<file path="config.mk">
export PLATFORM = sky130hd
export DESIGN_NAME = dma_2d_lite_cfg_master
export DESIGN_NICKNAME = d
export VERILOG_FILES = /design/src/rtl/dma_2d_lite_cfg_master.sv
export SDC_FILE = /design/constraint.sdc
export NUM_CORES = 1
export LEC_CHECK = 0
export CELL_PAD_IN_SITES_DETAIL_PLACEMENT = 1
export CELL_PAD_IN_SITES_GLOBAL_PLACEMENT = 2
export CORE_UTILIZATION = 28
export DETAILED_ROUTE_END_ITERATION = 8
export PLACE_DENSITY_LB_ADDON = 0.1
export RECOVER_POWER = 50
export SLEW_MARGIN = 10
export SYNTH_ARGS = -nofsm -noshare
export SYNTH_HDL_FRONTEND = slang
export SYNTH_SLANG_ARGS = --single-unit
</file>
<file path="constraint.sdc">
create_clock -name M_AXI_ACLK -period 4.4 [get_ports M_AXI_ACLK]
set_input_delay 0.88 -clock M_AXI_ACLK [delete_from_list [all_inputs] [get_ports M_AXI_ACLK]]
set_output_delay 0.88 -clock M_AXI_ACLK [all_outputs]
set_load 0.01 [all_outputs]
</file>
<file path="src/rtl/dma_2d_lite_cfg_master.sv">
// rtl/dma_2d_lite_cfg_master.sv - AXI4-Lite master that programs a 2D DMA engine and polls it to completion
`timescale 1ns/1ps
module dma_2d_lite_cfg_master #(
    parameter int C_M_AXI_ADDR_WIDTH = 5,
    parameter int C_M_AXI_DATA_WIDTH = 32,
    parameter int C_POLL_GAP         = 16,
    parameter int C_POLL_TIMEOUT     = 65535
) (
    input  logic                            M_AXI_ACLK,
    input  logic                            M_AXI_ARESET,
    input  logic                            i_cmd_valid,
    output logic                            o_cmd_ready,
    input  logic [31:0]                     i_src_addr,
    input  logic [31:0]                     i_dst_addr,
    input  logic [31:0]                     i_img_width,
    input  logic [31:0]                     i_img_height,
    input  logic [31:0]                     i_img_stride,
    output logic                            o_busy,
    output logic                            o_done,
    output logic                            o_error,
    output logic [1:0]                      o_err_code,
    output logic [C_M_AXI_ADDR_WIDTH-1:0]   M_AXI_AWADDR,
    output logic [2:0]                      M_AXI_AWPROT,
    output logic                            M_AXI_AWVALID,
    input  logic                            M_AXI_AWREADY,
    output logic [C_M_AXI_DATA_WIDTH-1:0]   M_AXI_WDATA,
    output logic [C_M_AXI_DATA_WIDTH/8-1:0] M_AXI_WSTRB,
    output logic                            M_AXI_WVALID,
    input  logic                            M_AXI_WREADY,
    input  logic [1:0]                      M_AXI_BRESP,
    input  logic                            M_AXI_BVALID,
    output logic                            M_AXI_BREADY,
    output logic [C_M_AXI_ADDR_WIDTH-1:0]   M_AXI_ARADDR,
    output logic [2:0]                      M_AXI_ARPROT,
    output logic                            M_AXI_ARVALID,
    input  logic                            M_AXI_ARREADY,
    input  logic [C_M_AXI_DATA_WIDTH-1:0]   M_AXI_RDATA,
    input  logic [1:0]                      M_AXI_RRESP,
    input  logic                            M_AXI_RVALID,
    output logic                            M_AXI_RREADY
);

    localparam logic [2:0] S_IDLE     = 3'd0;
    localparam logic [2:0] S_WR_REQ   = 3'd1;
    localparam logic [2:0] S_WR_RESP  = 3'd2;
    localparam logic [2:0] S_POLL_GAP = 3'd3;
    localparam logic [2:0] S_RD_REQ   = 3'd4;
    localparam logic [2:0] S_RD_RESP  = 3'd5;
    localparam logic [2:0] S_FINISH   = 3'd6;

    logic [2:0]  state;
    logic [2:0]  wr_idx;
    logic        aw_done;
    logic        w_done;
    logic [31:0] gap_cnt;
    logic [31:0] poll_cnt;
    logic [31:0] src_q;
    logic [31:0] dst_q;
    logic [31:0] width_q;
    logic [31:0] height_q;
    logic [31:0] stride_q;
    logic [1:0]  err_code;
    logic [7:0]  wr_off;
    logic [31:0] wr_data;
    logic        aw_hs;
    logic        w_hs;
    logic        unused_rdata;

    assign unused_rdata = &{1'b0, M_AXI_RDATA};

    // Register image: parameters first, the start bit at offset 0 last.
    always_comb begin
        wr_off  = 8'h00;
        wr_data = 32'h0000_0001;
        case (wr_idx)
            3'd0:    begin wr_off = 8'h08; wr_data = src_q;    end
            3'd1:    begin wr_off = 8'h0C; wr_data = dst_q;    end
            3'd2:    begin wr_off = 8'h10; wr_data = width_q;  end
            3'd3:    begin wr_off = 8'h14; wr_data = height_q; end
            3'd4:    begin wr_off = 8'h18; wr_data = stride_q; end
            default: begin wr_off = 8'h00; wr_data = 32'h0000_0001; end
        endcase
    end

    assign M_AXI_AWADDR  = C_M_AXI_ADDR_WIDTH'(wr_off);
    assign M_AXI_AWPROT  = 3'b000;
    assign M_AXI_AWVALID = (state == S_WR_REQ) && !aw_done;
    assign M_AXI_WDATA   = C_M_AXI_DATA_WIDTH'(wr_data);
    assign M_AXI_WSTRB   = '1;
    assign M_AXI_WVALID  = (state == S_WR_REQ) && !w_done;
    assign M_AXI_BREADY  = (state == S_WR_RESP);
    assign M_AXI_ARADDR  = C_M_AXI_ADDR_WIDTH'(8'h04);
    assign M_AXI_ARPROT  = 3'b000;
    assign M_AXI_ARVALID = (state == S_RD_REQ);
    assign M_AXI_RREADY  = (state == S_RD_RESP);

    assign aw_hs = M_AXI_AWVALID && M_AXI_AWREADY;
    assign w_hs  = M_AXI_WVALID && M_AXI_WREADY;

    assign o_cmd_ready = (state == S_IDLE);
    assign o_busy      = (state != S_IDLE);
    assign o_done      = (state == S_FINISH) && (err_code == 2'b00);
    assign o_error     = (state == S_FINISH) && (err_code != 2'b00);
    assign o_err_code  = err_code;

    always_ff @(posedge M_AXI_ACLK) begin
        if (M_AXI_ARESET) begin
            state    <= S_IDLE;
            wr_idx   <= 3'd0;
            aw_done  <= 1'b0;
            w_done   <= 1'b0;
            gap_cnt  <= 32'd0;
            poll_cnt <= 32'd0;
            src_q    <= 32'd0;
            dst_q    <= 32'd0;
            width_q  <= 32'd0;
            height_q <= 32'd0;
            stride_q <= 32'd0;
            err_code <= 2'b00;
        end else begin
            case (state)
                S_IDLE: begin
                    if (i_cmd_valid) begin
                        src_q    <= i_src_addr;
                        dst_q    <= i_dst_addr;
                        width_q  <= i_img_width;
                        height_q <= i_img_height;
                        stride_q <= i_img_stride;
                        wr_idx   <= 3'd0;
                        poll_cnt <= 32'd0;
                        state    <= S_WR_REQ;
                    end
                end
                S_WR_REQ: begin
                    if (aw_hs) aw_done <= 1'b1;
                    if (w_hs)  w_done  <= 1'b1;
                    // AW and W may complete in either order or together.
                    if ((aw_done || aw_hs) && (w_done || w_hs)) begin
                        aw_done <= 1'b0;
                        w_done  <= 1'b0;
                        state   <= S_WR_RESP;
                    end
                end
                S_WR_RESP: begin
                    if (M_AXI_BVALID) begin
                        if (M_AXI_BRESP != 2'b00) begin
                            err_code <= 2'b01;
                            state    <= S_FINISH;
                        end else if (wr_idx == 3'd5) begin
                            gap_cnt <= 32'd0;
                            state   <= S_POLL_GAP;
                        end else begin
                            wr_idx <= wr_idx + 3'd1;
                            state  <= S_WR_REQ;
                        end
                    end
                end
                S_POLL_GAP: begin
                    if (gap_cnt >= 32'(C_POLL_GAP - 1)) state <= S_RD_REQ;
                    else                                  gap_cnt <= gap_cnt + 32'd1;
                end
                S_RD_REQ: begin
                    if (M_AXI_ARREADY) state <= S_RD_RESP;
                end
                S_RD_RESP: begin
                    if (M_AXI_RVALID) begin
                        if (M_AXI_RRESP != 2'b00) begin
                            err_code <= 2'b10;
                            state    <= S_FINISH;
                        end else if (M_AXI_RDATA[0]) begin
                            err_code <= 2'b00;
                            state    <= S_FINISH;
                        end else if (poll_cnt + 32'd1 >= 32'(C_POLL_TIMEOUT)) begin
                            poll_cnt <= poll_cnt + 32'd1;
                            err_code <= 2'b11;
                            state    <= S_FINISH;
                        end else begin
                            poll_cnt <= poll_cnt + 32'd1;
                            gap_cnt  <= 32'd0;
                            state    <= S_POLL_GAP;
                        end
                    end
                end
                S_FINISH: state <= S_IDLE;
                default:  state <= S_IDLE;
            endcase
        end
    end

endmodule

</file>
=== Yosys cells after proc, flatten, opt, wreduce, memory -nomap -nowiden ===
Index checks and enable logic that the tools add are counted.

* Register bits after elaboration: 234
* Output and inout port bits: 63
* Word-level logic and storage cells: 119

* Add/sub/neg operators: 3
* Order comparisons: 2
* Equality and inequality tests: 26
* Mux-type cells: 44
* Reductions and logical operators: 32

{| class="wikitable"
|+ Operators with widths
! operator !! number
|-
| 32-bit two-way mux || 12
|-
| 32-bit one-hot mux with 5 select lines || 1
|-
| 32-bit one-hot mux with 3 select lines || 1
|-
| 32-bit by 1-bit adder with 32-bit output, second input constant || 2
|-
| 32-bit one-hot mux with 2 select lines || 1
|-
| 3-bit two-way mux || 14
|-
| 32-bit by 16-bit greater-or-equal comparator with 1-bit output, second input constant || 1
|-
| 32-bit by 4-bit greater-or-equal comparator with 1-bit output, second input constant || 1
|-
| 5-bit one-hot mux with 5 select lines || 1
|-
| 2-bit != test, second input constant || 10
|-
| 3-bit one-hot mux with 6 select lines || 1
|-
| 2-bit nonzero test || 8
|-
| 3-bit == test, second input constant || 5
|-
| 5-bit AND reduction || 3
|-
| 2-bit two-way mux || 7
|-
| 3-bit by 2-bit == test with 1-bit output, second input constant || 4
|-
| 9-bit AND reduction || 1
|-
| 2-bit by 1-bit != test with 1-bit output, second input constant || 4
|-
| 1-bit logical AND || 7
|-
| 3-bit by 1-bit == test with 1-bit output, second input constant || 2
|-
| 3-bit logical NOT || 2
|-
| 3-bit one-hot mux with 2 select lines || 1
|-
| 2-bit AND reduction || 3
|-
| 6-bit AND reduction || 1
|-
| other kinds (8) || 14
|}

=== Longest topological paths before layout ===
* Depth after elaboration: 7
* Gate-level depth with buffers: 12
* Depth with buffers taken out: 10

=== Worst setup path after synthesis ===
OpenSTA, ideal clock, no wires.

* Path kind: register to register
* Start point: register poll_cnt[1]
* End point: register gap_cnt[9]
* Library setup time: 0.070 ns
* Arrival time: 2.975 ns
* Data required time: 4.330 ns
* Path slack: 1.355 ns
* Stages on the path, launching flop included: 11
* Buffers on the path: 2
* Period minus slack after synthesis: 3.045 ns
* Cells stage by stage: dfxtp_1 > clkbuf_1 > nand2_1 > or4_4 > or4_1 > a22o_1 > nor4_4 > a31oi_4 > buf_6 > or3_1 > a21oi_1

* Longest elaborated chain between the ends: 4

{| class="wikitable"
|+ Ends and longest elaborated chain
! item !! line !! source
|-
| start, declared || 56 || <nowiki>logic [31:0] poll_cnt;</nowiki>
|-
| start signal, assigned || 174 || <nowiki>poll_cnt <= poll_cnt + 32'd1;</nowiki>
|-
| start signal, assigned || 178 || <nowiki>poll_cnt <= poll_cnt + 32'd1;</nowiki>
|-
| 32-bit by 1-bit adder with 32-bit output || 173 || <nowiki>end else if (poll_cnt + 32'd1 >= 32'(C_POLL_TIMEOUT)) begin</nowiki>
|-
| 32-bit by 16-bit greater-or-equal comparator with 1-bit output || 173 ||
|-
| 2-bit != test (no source line) || - ||
|-
| 9-bit AND reduction (no source line) || - ||
|-
| end signal, assigned || 160 || <nowiki>else gap_cnt <= gap_cnt + 32'd1;</nowiki>
|-
| end, declared || 55 || <nowiki>logic [31:0] gap_cnt;</nowiki>
|}

Every way passes these cells.
A chain may end at the register's enable or synchronous reset.

=== Final worst setup path ===
* Start point: register wr_idx[0]
* End point: output M_AXI_WDATA[18]

* Longest elaborated chain between the ends: 2
* Elaborated cells between the ends (all ways): 6
* Those cells by class: eq/ne (4); mux (1); reduce/logical (1)

{| class="wikitable"
|+ Ends and longest elaborated chain
! item !! line !! source
|-
| start, declared || 52 || <nowiki>logic [2:0] wr_idx;</nowiki>
|-
| start signal, assigned || 153 || <nowiki>wr_idx <= wr_idx + 3'd1;</nowiki>
|-
| 3-bit == test (tied with other cells) || 75 || <nowiki>case (wr_idx)</nowiki>
|-
| 32-bit one-hot mux with 5 select lines (*) || 75 ||
|-
| end, declared || 26 || <nowiki>output logic [C_M_AXI_DATA_WIDTH-1:0] M_AXI_WDATA,</nowiki>
|}

Every way passes the cells marked *; elsewhere a longest branch is shown, timed or not.

==> impl_metrics.env <==
export IMPL_status="finished with violations"
export IMPL_violations="capacitance limit, slew limit"
export IMPL_synth_most_common_cell="nand2_1"
export IMPL_criticalPathCategory="reg -> out"
export IMPL_cap_violations=1
export IMPL_async_flop_share_pct=0
export IMPL_final_core_utilization_pct=37.6
export IMPL_synth_ff_type="dfxtp_1"
export IMPL_antenna_found_initial=5
export IMPL_yosys_top_cells_area="dfxtp_1 42%, nand2_1 14%, a21oi_1 9.9%"
export IMPL_cts_root_buf="clkbuf_16"
export IMPL_grt_remaining_overflow=0
export IMPL_hold_violations=0
export IMPL_grt_setup_unrepaired="false"
export IMPL_synth_cells=1489
export IMPL_finalCriticalPeriod_ns=4.00
export IMPL_post_cts_resized=0
export IMPL_grt_pass1_vias=11000
export IMPL_initial_core_util_pct=28.5
export IMPL_clk_pin_slew_ns=0.06
export IMPL_fillCellCount=4728
export IMPL_vias=11200
export IMPL_max_clock_freq_ghz=0.250
export IMPL_routed_wl_um=42600
export IMPL_cp_max_fo=14
export IMPL_worst_pin_slew_ns=2.04
export IMPL_skew_ns=0.0136
export IMPL_yosysWarningCount=0
export IMPL_dieHeight_um=201
export IMPL_p_leak_nw=5.02
export IMPL_hpwl_um=29500
export IMPL_synth_top_area_share_pct=42.4
export IMPL_insertion_delay_ns=0.58
export IMPL_row_count=72
export IMPL_grt_max_degree=162
export IMPL_ys_types=64
export IMPL_cts_max_level=1
export IMPL_slew_violations=162
export IMPL_firstDrtPassIters=8
export IMPL_num_nets_final=1859
export IMPL_gp_congestion=0.828
export IMPL_viasPerCell=5.11
export IMPL_postSynthAreaPerCell_um2=7.42
export IMPL_synth_enable_flop_cells=0
export IMPL_die_area_um2=40200
export IMPL_die_w_um=201
export IMPL_setup_viol=0
export IMPL_clockBufferDepth=3
export IMPL_fin_crit_sh_pct=90.9
export IMPL_finalSetupTns_ns=0
export IMPL_grt_usage_pct=20.7
export IMPL_powerDensity_nw_per_um2=454
export IMPL_core_um2=38700
export IMPL_cp_required_ns=3.52
export IMPL_critPathLaunchType="flop"
export IMPL_drtIter0Drc=669
export IMPL_critPathCaptureType="output port"
export IMPL_synth_area_um2=11000
export IMPL_hold_class="reg -> reg"
export IMPL_cts_buffers_inserted=29
export IMPL_ctsHoldBuffers=0
export IMPL_clkSinkCount=234
export IMPL_relSlewSlack_pct=-35.9
export IMPL_wire_per_inst_um=19.5
export IMPL_grt_pass1_wl_um=66000
export IMPL_yosys_top_cells_count="398 x nand2_1, 234 x dfxtp_1, 219 x a21oi_1"
export IMPL_layout_drive_gt1_share_pct=5.76
export IMPL_synth_seq_cells=234
export IMPL_cts_tree="yes"
export IMPL_pin_count=267
export IMPL_io_buffers=218
export IMPL_synth_seq_area_share_pct=42.4
export IMPL_post_cts_buffers=0
export IMPL_yosysTopAreaCell="dfxtp_1"
export IMPL_drc=0
export IMPL_worstPathArrival_ns=3.12
export IMPL_peakVddDrop_mv=0.344
export IMPL_area_delta_synth_final_pct=31.8
export IMPL_ant_nets=0
-- state kept, by name (all words and copies together), names as in the netlist --
| register | count |
|---|---|
| w_done | 1 |
| stride_q | 32 |
| gap_cnt | 32 |
| wr_idx | 3 |
| width_q | 32 |
| src_q | 32 |
| poll_cnt | 32 |
| aw_done | 1 |
| dst_q | 32 |
| height_q | 32 |
| o_err_code | 2 |
| state | 3 |
-- power breakdown --
| group | total, mW | switching [mW] | internal, mW |
|---|---|---|---|
| logic | 1.60 | 0.975 | 0.622 |
| registers | 2.60 | 0.174 | 2.42 |
| clock network | 2.42 | 0.972 | 1.45 |
-- cells by family after synthesis --
group	share of synthesized area, %
muxes	0.283
adders and majority gates	0.907
buffers and inverters	6.03
DFF	42.4
and+or+nand+nor	28.3
AOI/OAI and AO/OA	21.6
xor gates and xnor gates	0.397
other	0.0680
-- cell usage in the layout (no fill, tap or decap), types with 3 or more instances in the layout --
cell type / n
o21a_1: 11
a311oi_1: 9
buf_4: 28
or2_2: 3
a222oi_1: 9
and3_1: 14
o21ai_0: 44
clkbuf_8: 11
conb_1: 17
nor3_1: 24
and2_1: 7
clkdlybuf4s50_1: 215
nor4_1: 22
clkbuf_1: 7
and4_1: 7
nand3_1: 43
nor2b_2: 3
nor2_1: 72
or3_1: 17
o311ai_0: 3
a211oi_1: 6
clkbuf_16: 29
nand3b_1: 8
ha_1: 8
a21oi_1: 219
nand4_1: 34
or4_1: 8
a31oi_1: 13
a41oi_1: 5
a22oi_1: 54
nand2b_1: 6
nand4b_1: 5
clkinv_2: 3
nor2b_1: 5
dfxtp_1: 234
nand2_1: 397
inv_1: 16
xnor2_1: 5
-- worst max-delay path, cell delays in order, from the launching register on --
cell,delay (ns)
dfxtp_1,0.39
inv_1,0.10
ha_1,0.22
and2_1,0.37
buf_4,0.31
a22oi_1,0.46
nand3_1,0.17
clkdlybuf4s50_1,0.52
-- layer usage --
| metal | vias to the layer above | track usage (%) | part of all wire, % | routed length [um] |
|---|---|---|---|---|
| li1 | 5510 | - | - | - |
| met1 | 5401 | 30.8 | 52 | 22000 |
| met2 | 220 | 31.2 | 43 | 18100 |
| met3 | 52 | 3.04 | 4.2 | 1800 |
| met4 | 0 | 4.91 | 1.7 | 708 |
| met5 | - | 0 | 0 | 0 |
-- worst paths after layout --
kind | from | endpoint | slack [ns] | depth (start not counted)
worst min-delay path | stride_q[5] | stride_q[5] | 0.45 | 2
worst min register to register | stride_q[5] | stride_q[5] | 0.45 | 2
worst max register to register | poll_cnt[10] | gap_cnt[28] | 0.83 | 8
worst max-delay path | wr_idx[0] | M_AXI_WDATA[18] | 0.40 | 7
-- per-stage QoR --
step	area (um^2)	cells	hold slack, ns	setup slack (ns)	total power, mW
detailed placement	13600	2134	0.447	0.825	4.27
global placement	13600	2134	0.441	0.864	4.24
global route	14600	2186	0.473	0.271	6.99
floorplan	11100	1504	0.436	1.35	3.55
CTS	14600	2185	0.455	0.387	6.75
finish	14600	2187	0.453	0.399	6.61
-- final cells by class --
class                   instances  area [um^2]  area share (%)
diodes                          2         5.00          0.0344
clock buffers                  46          900            6.18
clock inverters                 5         65.1           0.447
inverters                      17         63.8           0.438
multi-input cells            1116         5770            39.6
flip-flops and latches        234         4680            32.2
well taps                     518          648            4.45
repair buffers                249         2420            16.7
Power figures use the tool's default switching activity.
